File: src/rtl/serial_add_ctrl_if.sv
// Operand request / result handshake bundle for the bit-serial adder.
interface serial_add_ctrl_if #(
    parameter int WIDTH = 8
);
    logic             in_valid;
    logic             in_ready;
    logic [WIDTH-1:0] op_a;
    logic [WIDTH-1:0] op_b;
    logic             cin;
    logic             out_valid;
    logic             out_ready;
    logic [WIDTH-1:0] sum;
    logic             cout;

    modport master (
        output in_valid, op_a, op_b, cin, out_ready,
        input  in_ready, out_valid, sum, cout
    );

    modport slave (
        input  in_valid, op_a, op_b, cin, out_ready,
        output in_ready, out_valid, sum, cout
    );
endinterface

File: src/rtl/serial_add_ctrl.sv
// Bit-serial adder: one full-adder cell (two half adders + OR) stepped over
// WIDTH cycles, with valid/ready on both the operand and result sides.
module half_adder (
    input  logic a,
    input  logic b,
    output logic s,
    output logic c
);
    assign s = a ^ b;
    assign c = a & b;
endmodule

module serial_add_ctrl #(
    parameter int WIDTH = 8
) (
    input  logic              clk,
    input  logic              rst_n,
    serial_add_ctrl_if.slave  bus,
    output logic              busy
);
    localparam int CNT_W = $clog2(WIDTH + 1);

    typedef enum logic [1:0] {IDLE, RUN, DONE} state_t;

    state_t           state;
    logic [WIDTH-1:0] a_sh;
    logic [WIDTH-1:0] b_sh;
    logic [WIDTH-1:0] acc;
    logic [WIDTH-1:0] acc_next;
    logic [CNT_W-1:0] cnt;
    logic             carry;
    logic             s1, c1, s, c2, carry_next;

    half_adder u_ha0 (.a(a_sh[0]), .b(b_sh[0]), .s(s1), .c(c1));
    half_adder u_ha1 (.a(s1),      .b(carry),   .s(s),  .c(c2));

    assign carry_next = c1 | c2;
    // Result bits enter at the MSB so the LSB lands at bit 0 after WIDTH shifts.
    assign acc_next   = (acc >> 1) | (WIDTH'(s) << (WIDTH - 1));

    always_ff @(posedge clk or negedge rst_n) begin
        if (!rst_n) begin
            state         <= IDLE;
            bus.in_ready  <= 1'b0;
            bus.out_valid <= 1'b0;
            bus.sum       <= '0;
            bus.cout      <= 1'b0;
            busy          <= 1'b0;
            a_sh          <= '0;
            b_sh          <= '0;
            acc           <= '0;
            cnt           <= '0;
            carry         <= 1'b0;
        end else begin
            case (state)
                IDLE: begin
                    bus.in_ready <= 1'b1;
                    if (bus.in_valid && bus.in_ready) begin
                        a_sh         <= bus.op_a;
                        b_sh         <= bus.op_b;
                        carry        <= bus.cin;
                        cnt          <= '0;
                        acc          <= '0;
                        bus.in_ready <= 1'b0;
                        busy         <= 1'b1;
                        state        <= RUN;
                    end
                end
                RUN: begin
                    a_sh  <= a_sh >> 1;
                    b_sh  <= b_sh >> 1;
                    acc   <= acc_next;
                    carry <= carry_next;
                    cnt   <= cnt + 1'b1;
                    // sum/cout only update here, so they hold the last result elsewhere
                    if (cnt == CNT_W'(WIDTH - 1)) begin
                        bus.sum       <= acc_next;
                        bus.cout      <= carry_next;
                        bus.out_valid <= 1'b1;
                        state         <= DONE;
                    end
                end
                DONE: begin
                    if (bus.out_ready) begin
                        bus.out_valid <= 1'b0;
                        bus.in_ready  <= 1'b1;
                        busy          <= 1'b0;
                        state         <= IDLE;
                    end
                end
                default: state <= IDLE;
            endcase
        end
    end
endmodule
File: src/flat_wrapper.sv
// flat-port wrapper written by rule: the top's interface ports become plain ports
module serial_add_ctrl_flat 
#(
    parameter int WIDTH = 8
)
  (clk, rst_n, busy, bus_in_valid, bus_op_a, bus_op_b, bus_cin, bus_out_ready, bus_in_ready, bus_out_valid, bus_sum, bus_cout);
  serial_add_ctrl_if #(.WIDTH(WIDTH)) bus_i ();
  input  logic clk;
  input  logic rst_n;
  output logic busy;
  input wire logic [$bits(bus_i.in_valid)-1:0] bus_in_valid;
  input wire logic [$bits(bus_i.op_a)-1:0] bus_op_a;
  input wire logic [$bits(bus_i.op_b)-1:0] bus_op_b;
  input wire logic [$bits(bus_i.cin)-1:0] bus_cin;
  input wire logic [$bits(bus_i.out_ready)-1:0] bus_out_ready;
  output wire logic [$bits(bus_i.in_ready)-1:0] bus_in_ready;
  output wire logic [$bits(bus_i.out_valid)-1:0] bus_out_valid;
  output wire logic [$bits(bus_i.sum)-1:0] bus_sum;
  output wire logic [$bits(bus_i.cout)-1:0] bus_cout;
  assign bus_i.in_valid = bus_in_valid;
  assign bus_i.op_a = bus_op_a;
  assign bus_i.op_b = bus_op_b;
  assign bus_i.cin = bus_cin;
  assign bus_i.out_ready = bus_out_ready;
  assign bus_in_ready = bus_i.in_ready;
  assign bus_out_valid = bus_i.out_valid;
  assign bus_sum = bus_i.sum;
  assign bus_cout = bus_i.cout;
  serial_add_ctrl #(.WIDTH(WIDTH)) u_core (.clk(clk), .rst_n(rst_n), .bus(bus_i), .busy(busy));
endmodule
File: config.mk
export PLATFORM = sky130hd
export DESIGN_NAME = serial_add_ctrl_flat
export DESIGN_NICKNAME = d
export VERILOG_FILES = /design/src/rtl/serial_add_ctrl_if.sv /design/src/rtl/serial_add_ctrl.sv /design/src/flat_wrapper.sv
export SDC_FILE = /design/constraint.sdc
export NUM_CORES = 1
export LEC_CHECK = 0
export ABC_AREA = 1
export BUFFER_PORTS_ARGS = -buffer_cell sky130_fd_sc_hd__buf_2
export CAP_MARGIN = 15
export CELL_PAD_IN_SITES_DETAIL_PLACEMENT = 0
export CELL_PAD_IN_SITES_GLOBAL_PLACEMENT = 1
export CORE_MARGIN = 5
export CORE_UTILIZATION = 41
export CTS_CLUSTER_DIAMETER = 150
export DETAILED_ROUTE_END_ITERATION = 10
export PLACE_DENSITY = 0.76
export SLEW_MARGIN = 20
export SYNTH_ARGS = -nofsm -noshare
export SYNTH_HDL_FRONTEND = slang
export SYNTH_HIERARCHICAL = 1
export SYNTH_SLANG_ARGS = --single-unit
File: constraint.sdc
create_clock -name clk -period 1.39 [get_ports clk]
set_input_delay 0.2085 -clock clk [delete_from_list [all_inputs] [get_ports clk]]
set_output_delay 0.2085 -clock clk [all_outputs]
set_load 0.01 [all_outputs]
==> metrics, run 1 <==
status complete, no violations; Initial Util 0.422; MaxCap Viol Count 0; H-tree depth 2; min Tclk post-route 1.30 ns; GRT Residual Overflow 0; critical path fanouts, max 2; worst path required time 1.58 ns; RSZ-0062 raised after global routing false; Diodes inserted 0; WS Path Type reg -> reg; antenna-violating nets left 0; synthesized flop and latch total 42; post-synth top area share 0.531; initial antenna violation count 0; Final Power 5090 uW; total routed wirelength 4120 um; Avg Cell Area, Syn 8.02 sq um; dpl hpwl 2760 um; FMAX 769 MHz; total CTS buffers 5; # setup viols final 0; Worst-Margin Slew 0.297 ns; period utilisation layout 0.936; Final Hold Viols 0; Main synth FF type dfrtp_1; Core Rows 25; Yosys Warn Count 6; ranking of synthesized cells by area dfrtp_1 53%, nand2_1 23%, nand3_1 12%; vias 1621; commonest non-fill, non-tap cell in the layout nand2_1; die area 6320 sq um; Post-CTS Setup Bufs 0; startpoint types register; Slew Viols, Final 0; DRC 0; post-synth cell types 20; Setup crit end kind register; DR WL/cell 12.2 um; Longest Clk Path Bufs 2; first-pass GRT wire length 7310 um; routability cong. 0.744; NumNets Final 307; vias in the first global route 1549; peak supply drop 0.000765 V; Synth Instances 247; Power Dens Cells 2190 nW/um^2; Yosys top cell by area dfrtp_1; later-pin clock latency in the skew report 0.29 ns; chip height 79.5 um; layout cells sized above 1 0.208; Total GRT Usage 0.146; hold crit path type in -> reg; drt pass-1 iters 4; DIE WIDTH 79.5 um; Worst-path clk slew 0.07 ns; largest net degree at the start of global routing 43; # port buffers 32; Slew HR 0.801; CTS root buffer clkbuf_8; Ports 33; mapped cell area 1980 sq um; FFs w/ async S/R, synth 1.00; Worst Path Arrival 1.49 ns; Clock Sinks 42; syn_nets 271; area delta synth->final 17.3%; static leakage 0.00133 uW; vias per cell 4.81; most frequent cells in the layout 120 x nand2_1, 47 x nand3_1, 42 x dfrtp_1, 32 x buf_2, 7 x buf_4; Max Clock Skew 0.00261 ns; sequential area share after synthesis 0.531; DR iter-0 viols 92; Post-synth EDFFs 0; Core ar. 4690 sq um; TritonCTS clock tree yes; Setup TNS Final 0 ns
[layout make-up]
cell class | instances | area (sq um)
Fill cell | 489 | 2370
Sequential cell | 42 | 1050
Multi-Input combinational cell | 184 | 817
Timing Repair Buffer | 43 | 283
Clock buffer | 5 | 68.8
Tap cell | 54 | 67.6
Inverter | 7 | 26.3
Clock inverter | 2 | 10.0
[synth_stat cells, types with 2 or more instances]
cell type	count
buf_6	3
inv_1	5
nand2_1	121
clkbuf_1	2
nand2_2	3
buf_4	4
buf_2	5
nor2_1	2
dfrtp_1	42
inv_2	2
nand3_1	47
ha_1	3
[power breakdown]
part	total [uW]	switching, uW	internal, uW
sequential	2060	317	1740
clock	730	393	337
combinational	2300	1380	926
[critical path, cell delays in order, from the launching register on]
cell and delay, ns:
dfrtp_1 0.40, ha_1 0.31, ha_1 0.19, inv_1 0.05
nand2_1 0.06, nand2_1 0.06, nand2_1 0.04, nand2_1 0.05
nand2_1 0.04
[logic make-up (layout without fill, tap and decap cells)]
family                   count (synthesis)  after routing  synth area share
AND/OR/NAND/NOR                        178            178             0.380
flip-flops                              42             42             0.531
AO/OA/AOI/OAI                            3              3           0.00884
adder cells (fa/ha/maj)                  3              3            0.0190
buffers and inverters                   21             57            0.0619
[state kept, by name (all words and copies together) (netlist names)]
name	flops
u_core/b_sh	8
u_core/bus.cout	1
u_core/cnt	4
u_core/state	2
u_core/carry	1
u_core/acc	7
u_core/bus.sum	8
u_core/busy	1
u_core/a_sh	8
u_core/bus.out_valid	1
u_core/bus.in_ready	1
[worst paths after layout]
kind	to	slack, ns	depth (start not counted)	from
worst max-delay path	u_core/carry	0.09	8	u_core/a_sh[0]
worst min-delay path	u_core/a_sh[7]	0.12	3	bus_op_a[7]
worst max register to register	u_core/carry	0.09	8	u_core/a_sh[0]
worst min register to register	u_core/busy	0.47	2	u_core/busy
max in group asynchronous	u_core/bus.out_valid	0.77	3	rst_n
min in group asynchronous	u_core/acc[4]	0.41	3	rst_n
[per-stage QoR]
stage          utilization  setup slack, ns  cells  instance area (sq um)  hold slack, ns
3_3_place_gp         0.474           0.0798    329                   2220           0.199
4_1_cts              0.493          0.00839    337                   2310           0.102
3_5_place_dp         0.474           0.0303    329                   2220           0.201
6_report             0.495           0.0888    337                   2320           0.116
5_1_grt              0.495          0.00240    337                   2320           0.106
2_1_floorplan            -            0.177    247                   1980         -0.0871
[timing repair]
| action | 4_1_cts | 5_1_grt |
|---|---|---|
| endpoints found under the hold margin | 42 | 0 |
| endpoints found under the setup margin | 0 | 23 |
| resized for setup | 0 | 3 |
| hold buffers | 1 | 0 |
[layer usage]
layer / wire (um) / vias to the layer above / GRT usage
li1: - / 852 / -
met1: 2050 / 737 / 0.208
met2: 1830 / 25 / 0.218
met3: 169 / 7 / 0.0316
met4: 65 / 0 / 0.0515
met5: 0 / - / 0
No activity file was read; power rests on OpenSTA's default activity.
==> run 2: changes to the inputs <==
- RECOVER_POWER: unset -> 25
==> metrics, run 2 (synthesis gave the netlist of run 1 again) <==
DRC 0; FMAX 768 MHz; vias in the first global route 1549; Slew HR 0.621; total CTS buffers 5; RSZ-0062 raised after global routing false; TritonCTS clock tree yes; critical path fanouts, max 2; antenna-violating nets left 0; drt pass-1 iters 4; WHS Path Cells 3; worst hold path startpoint bus_op_a[7]; Core Rows 25; CTS root buffer clkbuf_8; R2R Path End u_core/carry; Post-CTS Setup Bufs 0; Worst-path clk slew 0.07 ns; static leakage 0.00132 uW; Diodes inserted 0; period utilisation layout 0.936; Setup TNS Final 0 ns; chip height 79.5 um; DR WL/cell 12.2 um; hold crit path type in -> reg; H-tree depth 2; WS Path Type reg -> reg; # setup viols final 0; peak supply drop 0.000764 V; area delta synth->final 16.7%; MaxCap Viol Count 0; Ports 33; hold endpoint u_core/a_sh[7]; Total GRT Usage 0.146; total routed wirelength 4120 um; Final Hold Viols 0; die area 6320 sq um; Setup crit end kind register; GRT Residual Overflow 0; DR iter-0 viols 86; # port buffers 32; largest net degree at the start of global routing 43; largest registers u_core/a_sh: 8 flops, u_core/b_sh: 8 flops, u_core/bus.sum: 8 flops; min Tclk post-route 1.30 ns; layout cells sized above 1 0.208; first-pass GRT wire length 7310 um; Post-Layout Cell Count 337; NumNets Final 307; placed insts 329; Clock Sinks 42; Initial Util 0.422; commonest non-fill, non-tap cell in the layout nand2_1; Register-to-Register Path Depth 8; Longest Clk Path Bufs 2; initial antenna violation count 0; vias 1612; most frequent cells in the layout 120 x nand2_1, 47 x nand3_1, 42 x dfrtp_1, 32 x buf_2, 7 x buf_4; Max Clock Skew 0.00204 ns; worst path required time 1.58 ns; Slew Viols, Final 0; status complete, no violations; DIE WIDTH 79.5 um; Power Dens Cells 2200 nW/um^2; startpoint types register; later-pin clock latency in the skew report 0.29 ns; R2R setup slack 0.09 ns; routability cong. 0.744; Core ar. 4690 sq um; worst r2r src u_core/a_sh[0]; vias per cell 4.78; Worst Path Arrival 1.49 ns; Worst-Margin Slew 0.569 ns; dpl hpwl 2760 um
## run 2: cell types whose count changed in the layout (fill, tap and decap cells not counted)
cell      delta
clkbuf_4     +1
buf_12       -1
## run 2: power by group
part	total, uW	internal (uW)	leakage (uW)	switching, uW
Sequential	2050	1740	0.000531	315
Combinational	2300	922	0.000747	1380
Clock	729	337	0.0000438	393
## run 2: worst max-delay path by stage
stage                              endpoint           start  depth (start not counted)  slack, ns
after floorplan                u_core/carry  u_core/a_sh[0]                          8       0.18
after global placement    u_core/bus.sum[4]   u_core/cnt[1]                          6       0.08
after detailed placement  u_core/bus.sum[6]   u_core/cnt[1]                          6       0.03
after CTS                 u_core/bus.sum[5]   u_core/cnt[1]                          6      0.008
after global routing           u_core/carry  u_core/a_sh[0]                          8      0.002
final                          u_core/carry  u_core/a_sh[0]                          8       0.09
## run 2: metal layers
metal | wire (um) | track usage | vias up | share of wire
met2 | 1850 | 0.218 | 22 | 0.45
met5 | 0 | 0 | - | 0
met4 | 65 | 0.0515 | 0 | 0.016
met3 | 159 | 0.0316 | 7 | 0.039
li1 | - | - | 852 | -
met1 | 2050 | 0.208 | 731 | 0.50
## run 2: final cells by class
cell class | instances | area (sq um)
well taps | 54 | 67.6
repair buffers | 43 | 270
flip-flops and latches | 42 | 1050
clock inverters | 2 | 10.0
multi-input cells | 184 | 817
fillers | 491 | 2380
inverters | 7 | 26.3
clock buffers | 5 | 68.8
## run 2: stage by stage
stage / cell area (sq um) / utilization / setup WS, ns / power, uW / hold WS, ns
3_3_place_gp: 2220 / 0.474 / 0.0798 / 4360 / 0.199
6_report: 2310 / 0.493 / 0.0887 / 5090 / 0.116
4_1_cts: 2310 / 0.493 / 0.00839 / 5160 / 0.102
5_1_grt: 2310 / 0.493 / 0.00240 / 5610 / 0.106
3_5_place_dp: 2220 / 0.474 / 0.0303 / 4380 / 0.201
2_1_floorplan: 1980 / - / 0.177 / 3770 / -0.0871
## run 2: critical path, cell delays in order, from the launching register on
cell and delay, ns:
dfrtp_1 0.40, ha_1 0.31, ha_1 0.19, inv_1 0.05
nand2_1 0.06, nand2_1 0.06, nand2_1 0.04, nand2_1 0.05
nand2_1 0.04
## run 2: what timing repair did
action                                 4_1_cts  5_1_grt
setup endpoints to repair                    0       23
gates resized for setup                      0        3
endpoints found under the hold margin       42        0
hold buffers                                 1        0
==> run 3: changes to the inputs <==
- CORE_UTILIZATION: 41 -> 42
- CTS_BUF_LIST: unset -> sky130_fd_sc_hd__clkbuf_8
- PLACE_DENSITY: 0.76 -> 0.77
==> metrics, run 3 (synthesis gave the netlist of run 1 again) <==
Post-Layout Cell Count 341; routability cong. 0.722; Clock Sinks 42; drt pass-1 iters 4; Worst Path Arrival 1.45 ns; Power Dens Cells 2270 nW/um^2; Slew Viols, Final 0; layout cells sized above 1 0.226; vias per cell 4.80; Longest Clk Path Bufs 2; startpoint types register; Gate power share 0.440; MaxCap Viol Count 0; worst path required time 1.58 ns; Initial Util 0.425; Final Hold Viols 0; DR WL/cell 12.4 um; area delta synth->final 19.2%; GRT met1 Usage 0.212; Core Util, Final 0.507; largest net degree at the start of global routing 43; status complete, no violations; later-pin clock latency in the skew report 0.29 ns; most frequent cells in the layout 119 x nand2_1, 47 x nand3_1, 42 x dfrtp_1, 32 x buf_2, 11 x buf_4; GRT Residual Overflow 0; fillers 467; Slew HR 0.618; hold crit path type in -> reg; DIE WIDTH 78.7 um; Seq pwr share 0.386; initial antenna violation count 0; H-tree depth 2; min Tclk post-route 1.26 ns; first-pass GRT wire length 7620 um; CTS root buffer clkbuf_8; Diodes inserted 0; static leakage 0.00135 uW; Max Clock Skew 0.00719 ns; TritonCTS clock tree yes; Core ar. 4660 sq um; placed insts 331; die area 6190 sq um; DR iter-0 viols 83; clock group share of total power 0.174; Switching Power 2140 uW; commonest non-fill, non-tap cell in the layout nand2_1; met3 GRT Util 0.0390; RSZ-0062 raised after global routing false; antenna-violating nets left 0; Core Rows 25; NumNets Final 310; Setup TNS Final 0 ns; largest registers u_core/a_sh: 8 flops, u_core/b_sh: 8 flops, u_core/bus.sum: 8 flops; Sw Ratio 0.399; dpl hpwl 2900 um; vias in the first global route 1649; Worst-path clk slew 0.08 ns; DRC 0; met2 Track Usage GR 0.240; GR peak layer met2; Ports 33; vias 1638; Total GRT Usage 0.155; Int Pwr 3220 uW; WS Path Type reg -> reg; Setup crit end kind register; Multi-input gate area 827 sq um; R2R setup slack 0.13 ns; chip height 78.7 um; total CTS buffers 5; register area 1050 sq um; # port buffers 32; # setup viols final 0; Worst-Margin Slew 0.573 ns; period utilisation layout 0.905; FMAX 795 MHz; critical path fanouts, max 2; total routed wirelength 4240 um; peak supply drop 0.000897 V
[run 3: cell types whose count changed in the layout (fill, tap and decap cells not counted), sizes merged]
cell / previous run / this run
buf: 41 / 44
bufinv: 0 / 1
[run 3: worst max-delay path, cell delays in order, from the launching register on]
cell and delay [ns]:
dfrtp_1 0.39, ha_1 0.30, ha_2 0.18, inv_1 0.06, nand2_2 0.05, nand2_1 0.05, nand2_1 0.04, nand2_1 0.05
nand2_1 0.04
[run 3: stage by stage]
step	hold WS (ns)	area (sq um)	total power, uW	worst slack (ns)
after detailed placement	0.199	2230	4420	0.0311
after CTS	0.100	2350	5380	0.0148
after floorplan	-0.0871	1980	3770	0.177
after global placement	0.197	2230	4370	0.0389
final	0.116	2360	5360	0.131
after global routing	0.114	2360	5920	0.0192
[run 3: layer usage]
metal  vias up  routed length [um]
met2        22                1890
li1        857                   -
met3         6                 156
met1       753                2130
met4         0                  59
met5         -                   0
[run 3: power by group through the flow]
stage	Clock (uW)	Combinational, uW	Sequential, uW
3_3_place_gp	0	2290	2080
3_5_place_dp	0	2320	2090
6_report	936	2360	2070
4_1_cts	976	2340	2070
5_1_grt	1030	2740	2150
2_1_floorplan	0	1690	2070
[run 3: final timing paths]
check                                    start               to  cells after the start
max in group asynchronous                rst_n   u_core/a_sh[2]                      3
worst min-delay path             bus_out_ready  u_core/state[1]                      2
worst max register to register  u_core/b_sh[0]     u_core/carry                      8
min in group asynchronous                rst_n    u_core/acc[5]                      3
worst max-delay path            u_core/b_sh[0]     u_core/carry                      8
worst min register to register     u_core/busy      u_core/busy                      2
[run 3: cell type report]
type,instances,share of cell area
inverter,7,0.0111
clock buffer,5,0.0291
multi-input combinational,184,0.350
timing repair buffer,46,0.119
tap,54,0.0286
sequential,42,0.445
clock inverter,3,0.0170
[run 3: what timing repair did]
action                                 4_1_cts  5_1_grt
setup endpoints to repair                    0       27
buffers inserted                             0        1
endpoints found under the hold margin       42        0
resized for setup                            0        6
hold buffers                                 1        0
